$ cat src/rtl/pwm_pkg.sv
// ============================================================================
// Module : pwm_pkg
// Brief  : Shared constants and FSM state encoding for the servo PWM blocks.
// Rev    : 1.0  initial release
// ============================================================================
`default_nettype none

package pwm_pkg;

    localparam int PWM_MIN_HIGH = 64;
    localparam int PWM_DUTY_W   = 8;

    localparam logic [1:0] ST_SYNC      = 2'd0;
    localparam logic [1:0] ST_WAIT_RISE = 2'd1;
    localparam logic [1:0] ST_MEAS_HIGH = 2'd2;
    localparam logic [1:0] ST_MEAS_LOW  = 2'd3;

    typedef enum logic [1:0] {
        SYNC      = ST_SYNC,
        WAIT_RISE = ST_WAIT_RISE,
        MEAS_HIGH = ST_MEAS_HIGH,
        MEAS_LOW  = ST_MEAS_LOW
    } pwm_state_t;

endpackage

`default_nettype wire

$ cat src/rtl/pwm_sync_edge.sv
// ============================================================================
// Module : pwm_sync_edge
// Brief  : 2-flop synchronizer, optional 3-tap majority filter
//          (PWM_CAP_FILTER_EN), registered level and rise/fall pulses.
// Rev    : 1.0  initial release
// ============================================================================
`default_nettype none

module pwm_sync_edge (
    input  logic clockdiv,
    input  logic reset,
    input  logic i_pwm,
    output logic o_level,
    output logic o_rise,
    output logic o_fall
);

    logic r_meta;
    logic r_sync;
    logic w_s;
    logic r_level;
    logic r_rise;
    logic r_fall;

    // Chain resets high so a pulse already in progress at reset never looks like a rise.
    always_ff @(posedge clockdiv) begin
        if (reset) begin
            r_meta <= 1'b1;
            r_sync <= 1'b1;
        end else begin
            r_meta <= i_pwm;
            r_sync <= r_meta;
        end
    end

`ifdef PWM_CAP_FILTER_EN
    logic r_tap1;
    logic r_tap2;
    logic r_filt;

    always_ff @(posedge clockdiv) begin
        if (reset) begin
            r_tap1 <= 1'b1;
            r_tap2 <= 1'b1;
            r_filt <= 1'b1;
        end else begin
            r_tap1 <= r_sync;
            r_tap2 <= r_tap1;
            r_filt <= (r_sync & r_tap1) | (r_sync & r_tap2) | (r_tap1 & r_tap2);
        end
    end

    assign w_s = r_filt;
`else
    assign w_s = r_sync;
`endif

    always_ff @(posedge clockdiv) begin
        if (reset) begin
            r_level <= 1'b1;
            r_rise  <= 1'b0;
            r_fall  <= 1'b0;
        end else begin
            r_level <= w_s;
            r_rise  <= w_s & ~r_level;
            r_fall  <= ~w_s & r_level;
        end
    end

    assign o_level = r_level;
    assign o_rise  = r_rise;
    assign o_fall  = r_fall;

endmodule

`default_nettype wire

$ cat src/rtl/pwm_capture.sv
// ============================================================================
// Module : pwm_capture
// Brief  : Servo-PWM receiver; decodes high time into an 8-bit duty code and
//          flags range errors and signal loss. Optional PWM_CAP_FILTER_EN.
// Rev    : 1.0  initial release
// ============================================================================
`default_nettype none

module pwm_capture
    import pwm_pkg::*;
#(
    parameter int unsigned ENDCOUNT = 2559,
    parameter int unsigned MIN_HIGH = PWM_MIN_HIGH,
    parameter int unsigned TIMEOUT  = 4095
) (
    input  logic                  clockdiv,
    input  logic                  reset,
    input  logic                  pwm_in,
    output logic [PWM_DUTY_W-1:0] duty,
    output logic                  valid,
    output logic                  range_err,
    output logic                  lost
);

    // A timeout no longer than one period would flag healthy signals as lost.
    localparam int unsigned c_timeout = (TIMEOUT > ENDCOUNT) ? TIMEOUT : ENDCOUNT + 1;
    localparam int unsigned c_max_high = MIN_HIGH + (2 ** PWM_DUTY_W) - 1;

    pwm_state_t  r_state;
    pwm_state_t  w_next;
    logic        w_level;
    logic        w_rise;
    logic        w_fall;
    logic        w_timeout;
    logic        w_decode;
    logic [9:0]  r_width;
    logic [12:0] r_idle;

    pwm_sync_edge u_sync_edge (
        .clockdiv (clockdiv),
        .reset    (reset),
        .i_pwm    (pwm_in),
        .o_level  (w_level),
        .o_rise   (w_rise),
        .o_fall   (w_fall)
    );

    assign w_timeout = ~w_rise && (r_idle == 13'(c_timeout - 1));
    assign w_decode  = (r_state == MEAS_HIGH) && w_fall && ~w_timeout;

    always_ff @(posedge clockdiv) begin
        if (reset) begin
            r_state <= SYNC;
        end else begin
            r_state <= w_next;
        end
    end

    always_comb begin
        w_next = r_state;
        case (r_state)
            SYNC:      if (!w_level) w_next = WAIT_RISE;
            WAIT_RISE: if (w_rise)   w_next = MEAS_HIGH;
            MEAS_HIGH: if (w_fall)   w_next = MEAS_LOW;
            MEAS_LOW:  if (w_rise)   w_next = MEAS_HIGH;
            default:                 w_next = SYNC;
        endcase
        if (w_timeout) begin
            w_next = SYNC;
        end
    end

    always_ff @(posedge clockdiv) begin
        if (reset) begin
            r_width   <= '0;
            r_idle    <= '0;
            duty      <= '0;
            valid     <= 1'b0;
            range_err <= 1'b0;
            lost      <= 1'b1;
        end else begin
            valid <= w_decode;

            // The rise cycle is itself the first high cycle, so the count restarts at one.
            if (w_rise && (r_state == WAIT_RISE || r_state == MEAS_LOW)) begin
                r_width <= 10'd1;
            end else if (r_state == MEAS_HIGH && w_level && r_width != '1) begin
                r_width <= r_width + 10'd1;
            end

            if (w_rise) begin
                r_idle <= '0;
                lost   <= 1'b0;
            end else begin
                if (r_idle != '1) begin
                    r_idle <= r_idle + 13'd1;
                end
                if (w_timeout) begin
                    lost <= 1'b1;
                end
            end

            if (w_decode) begin
                if (r_width < 10'(MIN_HIGH)) begin
                    duty      <= '0;
                    range_err <= 1'b1;
                end else if (r_width > 10'(c_max_high)) begin
                    duty      <= '1;
                    range_err <= 1'b1;
                end else begin
                    duty      <= PWM_DUTY_W'(r_width - 10'(MIN_HIGH));
                    range_err <= 1'b0;
                end
            end
        end
    end

endmodule

`default_nettype wire
$ cat config.mk
export PLATFORM = sky130hd
export DESIGN_NAME = pwm_capture
export DESIGN_NICKNAME = d
export VERILOG_FILES = /design/src/rtl/pwm_pkg.sv /design/src/rtl/pwm_sync_edge.sv /design/src/rtl/pwm_capture.sv
export SDC_FILE = /design/constraint.sdc
export NUM_CORES = 1
export LEC_CHECK = 0
export ABC_AREA = 1
export CORE_MARGIN = 2
export CORE_UTILIZATION = 30
export DETAILED_ROUTE_END_ITERATION = 10
export GPL_ROUTABILITY_DRIVEN = 0
export PLACE_DENSITY = 0.58
export SETUP_SLACK_MARGIN = 0.2
export SYNTH_ARGS = -nofsm -noshare
export SYNTH_HDL_FRONTEND = slang
export SYNTH_SLANG_ARGS = --single-unit
export TNS_END_PERCENT = 1
$ cat constraint.sdc
create_clock -name clockdiv -period 2.88 [get_ports clockdiv]
set_clock_uncertainty 0.05 [all_clocks]
set_input_delay 0.72 -clock clockdiv [delete_from_list [all_inputs] [get_ports clockdiv]]
set_output_delay 0.72 -clock clockdiv [all_outputs]
set_load 0.05 [all_outputs]
=== Yosys cells after proc, flatten, opt, wreduce, memory -nomap -nowiden ===
Index checks and enable logic that the tools add are counted.

* Muxes and demuxes: 12
* Bitwise operators: 6
* Magnitude comparators: 2
* Reductions and logical operators: 15
* $add $sub $neg: 3
* Equal/unequal tests: 9

{| class="wikitable"
|+ Operators with widths
! operator !! number
|-
| two-way mux 8 bit || 2
|-
| adder 13 x 1 -> 13 bit (second input constant) || 1
|-
| equality test 13 x 12 -> 1 bit (second input constant) || 1
|-
| != test 13 bit (second input constant) || 1
|-
| adder 10 x 1 -> 10 bit (second input constant) || 1
|-
| greater-than comparator 10 x 9 -> 1 bit (second input constant) || 1
|-
| < comparator 10 x 7 -> 1 bit (second input constant) || 1
|-
| != test 10 bit (second input constant) || 1
|-
| OR reduction 2 bit || 4
|-
| subtractor 8 x 7 -> 8 bit (second input constant) || 1
|-
| logical AND 1 bit || 6
|-
| two-way mux 1 bit || 6
|-
| two-way mux 2 bit || 3
|-
| one-hot mux 2 bit (3 select lines) || 1
|-
| equality test 2 bit (second input constant) || 2
|-
| != test 2 x 1 -> 1 bit (second input constant) || 2
|-
| inverter 1 bit || 4
|-
| nonzero test 2 bit || 2
|-
| AND reduction 3 bit || 1
|-
| bitwise AND 1 bit || 2
|-
| equality test 2 x 1 -> 1 bit (second input constant) || 1
|-
| zero test 2 bit || 1
|-
| != test 2 bit (second input constant) || 1
|-
| logical OR 1 bit || 1
|}

* Word-level logic and storage cells: 60
* Register bits: 41
* Input bits: 3
* Output and inout port bits: 11

=== Longest topological paths before layout ===
* Word-level depth: 5
* Gate-level depth with buffers: 10
* Gate-level depth less buffers: 10

=== By module ===
A second synthesis with hierarchy kept.

* Cells, all modules: 290
* Area, all modules: 1,963.1 um^2

{| class="wikitable"
|+ By module, submodules not included
! module !! sequential area each (um^2) !! instances !! area each (um^2) !! cells an instance
|-
| pwm_capture || 720.7 || 1 || 1,824.2 || 276
|-
| pwm_sync_edge || 100.1 || 1 || 138.9 || 14
|}

=== Worst setup path before layout ===
No wires, ideal clock.

* Kind: in2reg
* Start: input port reset
* End: register r_state[0]
* Arrival time: 1,309 ps
* Path buffers: 1
* Setup time: 92 ps
* Stages: 4
* Required time: 2,738 ps
* Path slack: 1,429 ps
* Cell sequence: buf_6 -> nor2_1 -> inv_1 -> nor4_1

* Word-level cells in the longest chain between the ends: 1

{| class="wikitable"
|+ RTL lines
! element !! RTL line !! text
|-
| start, declared || pwm_capture.sv:17 || <nowiki>input logic reset,</nowiki>
|-
| OR reduction 2 bit (no line) || -- ||
|-
| end signal, assigned || pwm_capture.sv:55 || <nowiki>r_state <= w_next;</nowiki>
|-
| end, declared || pwm_capture.sv:29 || <nowiki>pwm_state_t r_state;</nowiki>
|}

No other way between the ends.
A chain may end at the register's enable or synchronous reset.

=== Worst setup path in the final report ===
* Start: register duty[7]
* End: output port duty[7]

{| class="wikitable"
|+ RTL lines
! element !! RTL line !! text
|-
| start, declared || pwm_capture.sv:19 || <nowiki>output logic [PWM_DUTY_W-1:0] duty,</nowiki>
|-
| start signal, assigned || pwm_capture.sv:111 || <nowiki>duty <= PWM_DUTY_W'(r_width - 10'(MIN_HIGH));</nowiki>
|}

No word-level cell between the ends.

==> metrics <==
area of the die=7640 um^2; critical-path cell with the highest stage delay=clkdlybuf4s50_1; area fraction of the dominant cell type after synthesis=39.4%; Worst Hold Path Cells=1; outcome=finished, final reports clean; Total Neg Setup Slack=0 ps; final layout net count=around 320; clock network latency to the later pin of the worst-skew pair=around 290 ps; total clock sinks=41; Worst Tran Pin Value=505 ps; register bit count reported by yosys=41; number of global-route vias before repair=between 1500 and 2000; initial antenna violation count=0; per-cell via count in the routed design=4.58; switching component of the power=around 0.00023 W; Final Hold Violating Endpoints=0; data required time at the worst endpoint=about 2100 ps; cell type group with the largest total delay on the critical path=buffers and inverters; combinational group share of total power=around 3.4%; setup slack of the most critical reg-to-reg path=approximately 1200 ps; remaining antenna violation count after routing=0; DR DRC count=0; DR iter-0 viols=108; Bufs on Longest Clock Path=2; start-to-end type of the worst setup path=flop to primary output; number of nets produced by synthesis=300; worst min-delay path category=flop to flop; num ports=14; area growth from synthesis to layout=15.7%; Non-Filler Instances=390; Static Leak=0.994 nW; post-route design area=roughly 2400 um^2; share of the clock period used by the worst path after layout=77.0%; buffers and inverters on the worst path=1; Post-CTS Resized=0; maximum cell stage delay along the critical path=810 ps; minimum clock period after layout=2220 ps; share of final-layout standard cells stronger than drive strength 1=11.3%; total global-route track usage=12.4%; # port buffers=13; Synth Instances=292; fraction of power consumed by the clock network=43.7%; cell area after synthesis=2090 um^2; number of library cell types mapped by synthesis=30; cell area after placement=2300 um^2; Post-Route WL=4080 um; worst vdd ir=0.000192 V; capture endpoint of the worst hold path=u_sync_edge.o_fall$_SDFF_PP0_; synth warn=0; startpoint class of the critical path=flop; number of buffers inserted to repair setup after CTS=0; via count=1785; largest net degree at the start of global routing=13; final setup violation count=0; path depth of the worst reg2reg path=9; Peak Freq=451 MHz; average wire per cell in the routed design=10.5 um; H-tree level count=2; power per standard cell area=~450 nW/um^2; fraction of power spent switching nets=20.7%; number of buffers inserted by hold repair at cts=0; Std-Cell Rows=30; diodes inserted=0; Slew Limit Headroom=around two thirds; clock transition at the registers of the reported paths=approximately 70 ps; capture point of the worst reg-to-reg path=duty[3]$_SDFFE_PP0P_; cell types with the largest area share after synthesis=dfxtp_1 39%, nand2_1 11%, nor2_1 9.2%; effective utilization at floorplan=between 30% and 40%; TritonCTS buffer count=5; endpoint kind of the worst setup timing path=primary output; height of the chip=between 80 and 90 um; number of max-cap violations=0; wire length of the first global-routing pass=roughly 7600 um; cell type with the highest aggregate area in the netlist=dfxtp_1; RSZ-0062 raised after global routing=no; internal power consumption=about 0.00087 W; DP Wirelength=3130 um; list of cells traversed by the critical path=clkdlybuf4s50_1; min-delay src=u_sync_edge.r_sync$_SDFF_PP1_; floorplan die width=87.4 um; TritonCTS clock tree=built; total overflow reported by the global router=0; Fin Hold WS=approximately 370 ps; core footprint=~6800 um^2; Crit Path Max Fanout=2; Clk Tree Root Cell=clkbuf_8; Pre-antenna DRT Iters=4; data arrival time of the critical path=1450 ps; max-slew violation total from the final report=0; placed insts=382; syn_area_per_cell=7.14 um^2; sequential power share=52.9%; sequential share of the synthesized area=between 30% and 40%; worst reg2reg startpoint=r_idle[0]$_SDFFE_PP0P_
==> cell type report <==
cell class / count / area, um^2
Inverter: 35 / 134
Sequential cell: 41 / 821
Fill cell: 745 / 4340
Clock buffer: 7 / 86.3
Timing Repair Buffer: 13 / 130
Clock inverter: 1 / 30.0
Multi-Input combinational cell: 213 / 1110
Tap cell: 80 / 100
==> power groups by stage <==
stage / registers, W / logic, W / clock network (W)
6_report: 0.000580 / 0.0000375 / 0.000479
4_1_cts: 0.000580 / 0.0000378 / 0.000493
5_1_grt: 0.000581 / 0.0000442 / 0.000515
3_3_place_gp: 0.000593 / 0.0000371 / 0
2_1_floorplan: 0.000593 / 0.0000287 / 0
3_5_place_dp: 0.000593 / 0.0000377 / 0
==> worst max path at each step <==
stage,start,end,slack (ps),cells after the start
global route,duty[1]$_SDFFE_PP0P_,duty[1],610,1
floorplan,reset,r_state[0]$_SDFFE_PP0P_,1430,4
detailed placement,reset,r_state[0]$_SDFFE_PP0P_,740,4
CTS,duty[1]$_SDFFE_PP0P_,duty[1],640,1
finish,duty[7]$_SDFFE_PP0P_,duty[7],660,1
global placement,reset,r_state[0]$_SDFFE_PP0P_,800,4
==> placed cells by master (no fill, tap or decap), drive strengths merged <==
master         Yosys  routed
a21oi             19      19
a31oi              3       3
bufinv             0       1
clkbuf             1       7
clkdlybuf4s50      0      13
clkinv             1       1
dfxtp             41      41
ha                 5       5
inv               34      34
nand2             70      70
nand3             28      28
nand3b             2       2
nand4              7       7
nor2              60      60
nor3               6       6
nor4               1       1
o21ai              2       2
o21bai             1       1
or2                2       2
xnor2              4       4
xor2               3       3
==> layer usage <==
metal,vias up,track usage (%),routed length [um]
met1,780,14.8,2000
met2,33,21.3,1870
met3,9,2.84,120
met5,-,0,0
met4,0,5.03,84
li1,963,-,-
==> synth_stat cells <==
cell      number
nand4_1        7
buf_2          1
nor4_1         1
a31oi_1        3
clkbuf_1       1
nand3_1       25
a21oi_1       19
nand2_2        4
nand2_4        3
buf_6          1
nor2_1        51
clkinv_1       1
inv_4          1
dfxtp_1       41
nand3_4        1
o21bai_2       1
nand3_2        2
inv_1         28
inv_2          5
nor3_1         6
xor2_1         3
nor2_2         3
or2_2          2
xnor2_1        4
nor2_8         1
nand2_1       63
ha_1           5
nor2_4         5
nand3b_1       2
o21ai_0        2
==> per-stage QoR <==
stage                     util (%)  setup slack, ps  total power, W
after floorplan                  -             1430        0.000621
final                         35.7              662         0.00110
after detailed placement      34.0              739        0.000631
after global placement        34.0              801        0.000630
after CTS                     35.7              644         0.00111
after global routing          35.7              611         0.00114
==> cell families after synthesis <==
| kind of cell | synth area share (%) |
|---|---|
| AND/OR/NAND/NOR | 40.9 |
| flip-flops | 39.4 |
| buffers and inverters | 7.38 |
| AO/OA/AOI/OAI | 6.48 |
| XOR/XNOR | 2.94 |
| adder cells (fa/ha/maj) | 3.00 |
==> sequential cells by signal, summed over array words and instances, names as in the netlist, 2 cells and up <==
register,count
r_state,2
r_idle,13
r_width,10
duty,8
(Power assumes the default switching activity.)
==> RTL change, RTL diff (config.mk and constraints unchanged) <==
Build with the macro `PWM_CAP_FILTER_EN` defined.
--- a/src/rtl/pwm_sync_edge.sv
+++ b/src/rtl/pwm_sync_edge.sv
@@ -6,4 +6,6 @@
 // ============================================================================
 `default_nettype none
+
+`define PWM_CAP_FILTER_EN
 
 module pwm_sync_edge (
Function: changed (Yosys sat finds a counterexample within 10 cycles, from zero or initial values and one cycle with reset high).
==> RTL change against the unedited design <==
  * Sequential cell count rose by 3
  * Largest power group unchanged
  * Total power rose by 5.4%
  * Critical path depth did not move
  * Cell area rose by 4.8%
  * Area after synthesis rose by 4.0%
  * Synthesized cell count rose by 5.5%
  * Setup slack improved by 0.0040 ns
  * Routed wire length rose by 6.4%
  * Count of clock-buffer cells in the layout fell by 1
==> RTL change: results <==
export IMPL_p_leak_uw=0.000996
export IMPL_num_fill_cells=764
export IMPL_dpl_instance_area_um2=2410
export IMPL_insertion_delay_ns=0.30
export IMPL_final_cells=425
export IMPL_place_inst=417
export IMPL_grt_util_all_layers_pct=12.0
export IMPL_p_sw_share_pct=21.2
export IMPL_critPathMaxStageDelay_ns=0.80
export IMPL_drive_gt1_share_pct=9.51
export IMPL_holdCritPathClass="reg2reg"
export IMPL_synth_cells=308
export IMPL_grt_pass1_vias=1798
export IMPL_hold_path_depth=1
export IMPL_wl_per_cell_um=10.2
export IMPL_grt_max_degree=17
export IMPL_grt_pass1_wl_mm=7.74
export IMPL_status="finished, final reports clean"
export IMPL_ir_drop_mv=0.241
export IMPL_reg2reg_depth=7
export IMPL_cp_startpoint="duty[2]$_SDFFE_PP0P_"
export IMPL_hp_start="u_sync_edge.r_filt$_SDFF_PP1_"
export IMPL_clk_pin_slew_ns=0.09
export IMPL_dr_total_vias=1934
export IMPL_setup_worst_path_end="duty[2]"
export IMPL_fin_area_um2=2530
export IMPL_ys_flop_type="dfxtp_1"
export IMPL_min_to="u_sync_edge.o_fall$_SDFF_PP0_"
export IMPL_yosys_warnings=0
export IMPL_antenna_found_initial=0
export IMPL_final_nets=333
export IMPL_place_ws_ns=0.641
export IMPL_syn_nets=316
export IMPL_hpwlAfterDp_mm=3.12
export IMPL_worst_pin_slew_ns=0.497
export IMPL_p_clk_uw=503
export IMPL_ys_types=30
export IMPL_setup_slack_ns=0.666
export IMPL_dr_pass1_iters=4
export IMPL_cts_made_buffers=5
export IMPL_whs_ns=0.367
export IMPL_critPathSlowestCell="clkdlybuf4s50_1"
export IMPL_crit_path_max_fanout=2
export IMPL_synth_area_top_cells="dfxtp_1 (41%), nand2_1 (12%), nor2_1 (8.5%)"
export IMPL_seq_area_frac_synth_pct=40.6
export IMPL_postCtsSetupRepairBufs=0
export IMPL_pg_seq_uw=619
export IMPL_r2r_slack_ns=1.15
export IMPL_drt_iter0_markers=76
export IMPL_critPathTopFamily="buffers and inverters"
export IMPL_r2r_end="r_idle[0]$_SDFFE_PP0P_"
export IMPL_synthArstFlopShare_pct=0
export IMPL_cts_buffer_depth=2
export IMPL_post_cts_resized=0
export IMPL_power_switching_uw=245
export IMPL_netlist_top_cells_count="nand2_1 (70), nor2_1 (49), dfxtp_1 (44), inv_1 (35), nand3_1 (27)"
export IMPL_num_rows=31
RTL change: layout make-up:
| type | count | share of cell area, % |
|---|---|---|
| multi-input combinational | 220 | 44.1 |
| sequential | 44 | 34.8 |
| inverter | 40 | 5.94 |
| timing repair buffer | 14 | 5.44 |
| tap | 99 | 4.90 |
| clock buffer | 6 | 3.27 |
| clock inverter | 2 | 1.53 |
RTL change: cell families (layout without fill, tap and decap cells):
logic type	count (synthesis)	count (layout)	share of synthesized area, %
compound gates	29	29	7.32
xor+xnor	6	6	2.42
fa+ha+maj	5	5	2.88
buf+inv	44	62	8.02
flops	44	44	40.6
simple gates	180	180	38.8
RTL change: routing by layer:
| metal | part of all wire [%] | GRT usage (%) | up-vias |
|---|---|---|---|
| li1 | - | - | 1017 |
| met1 | 49 | 15.7 | 890 |
| met2 | 47 | 19.9 | 23 |
| met3 | 3.2 | 2.77 | 4 |
| met4 | 0.71 | 3.53 | 0 |
| met5 | 0 | 0 | - |
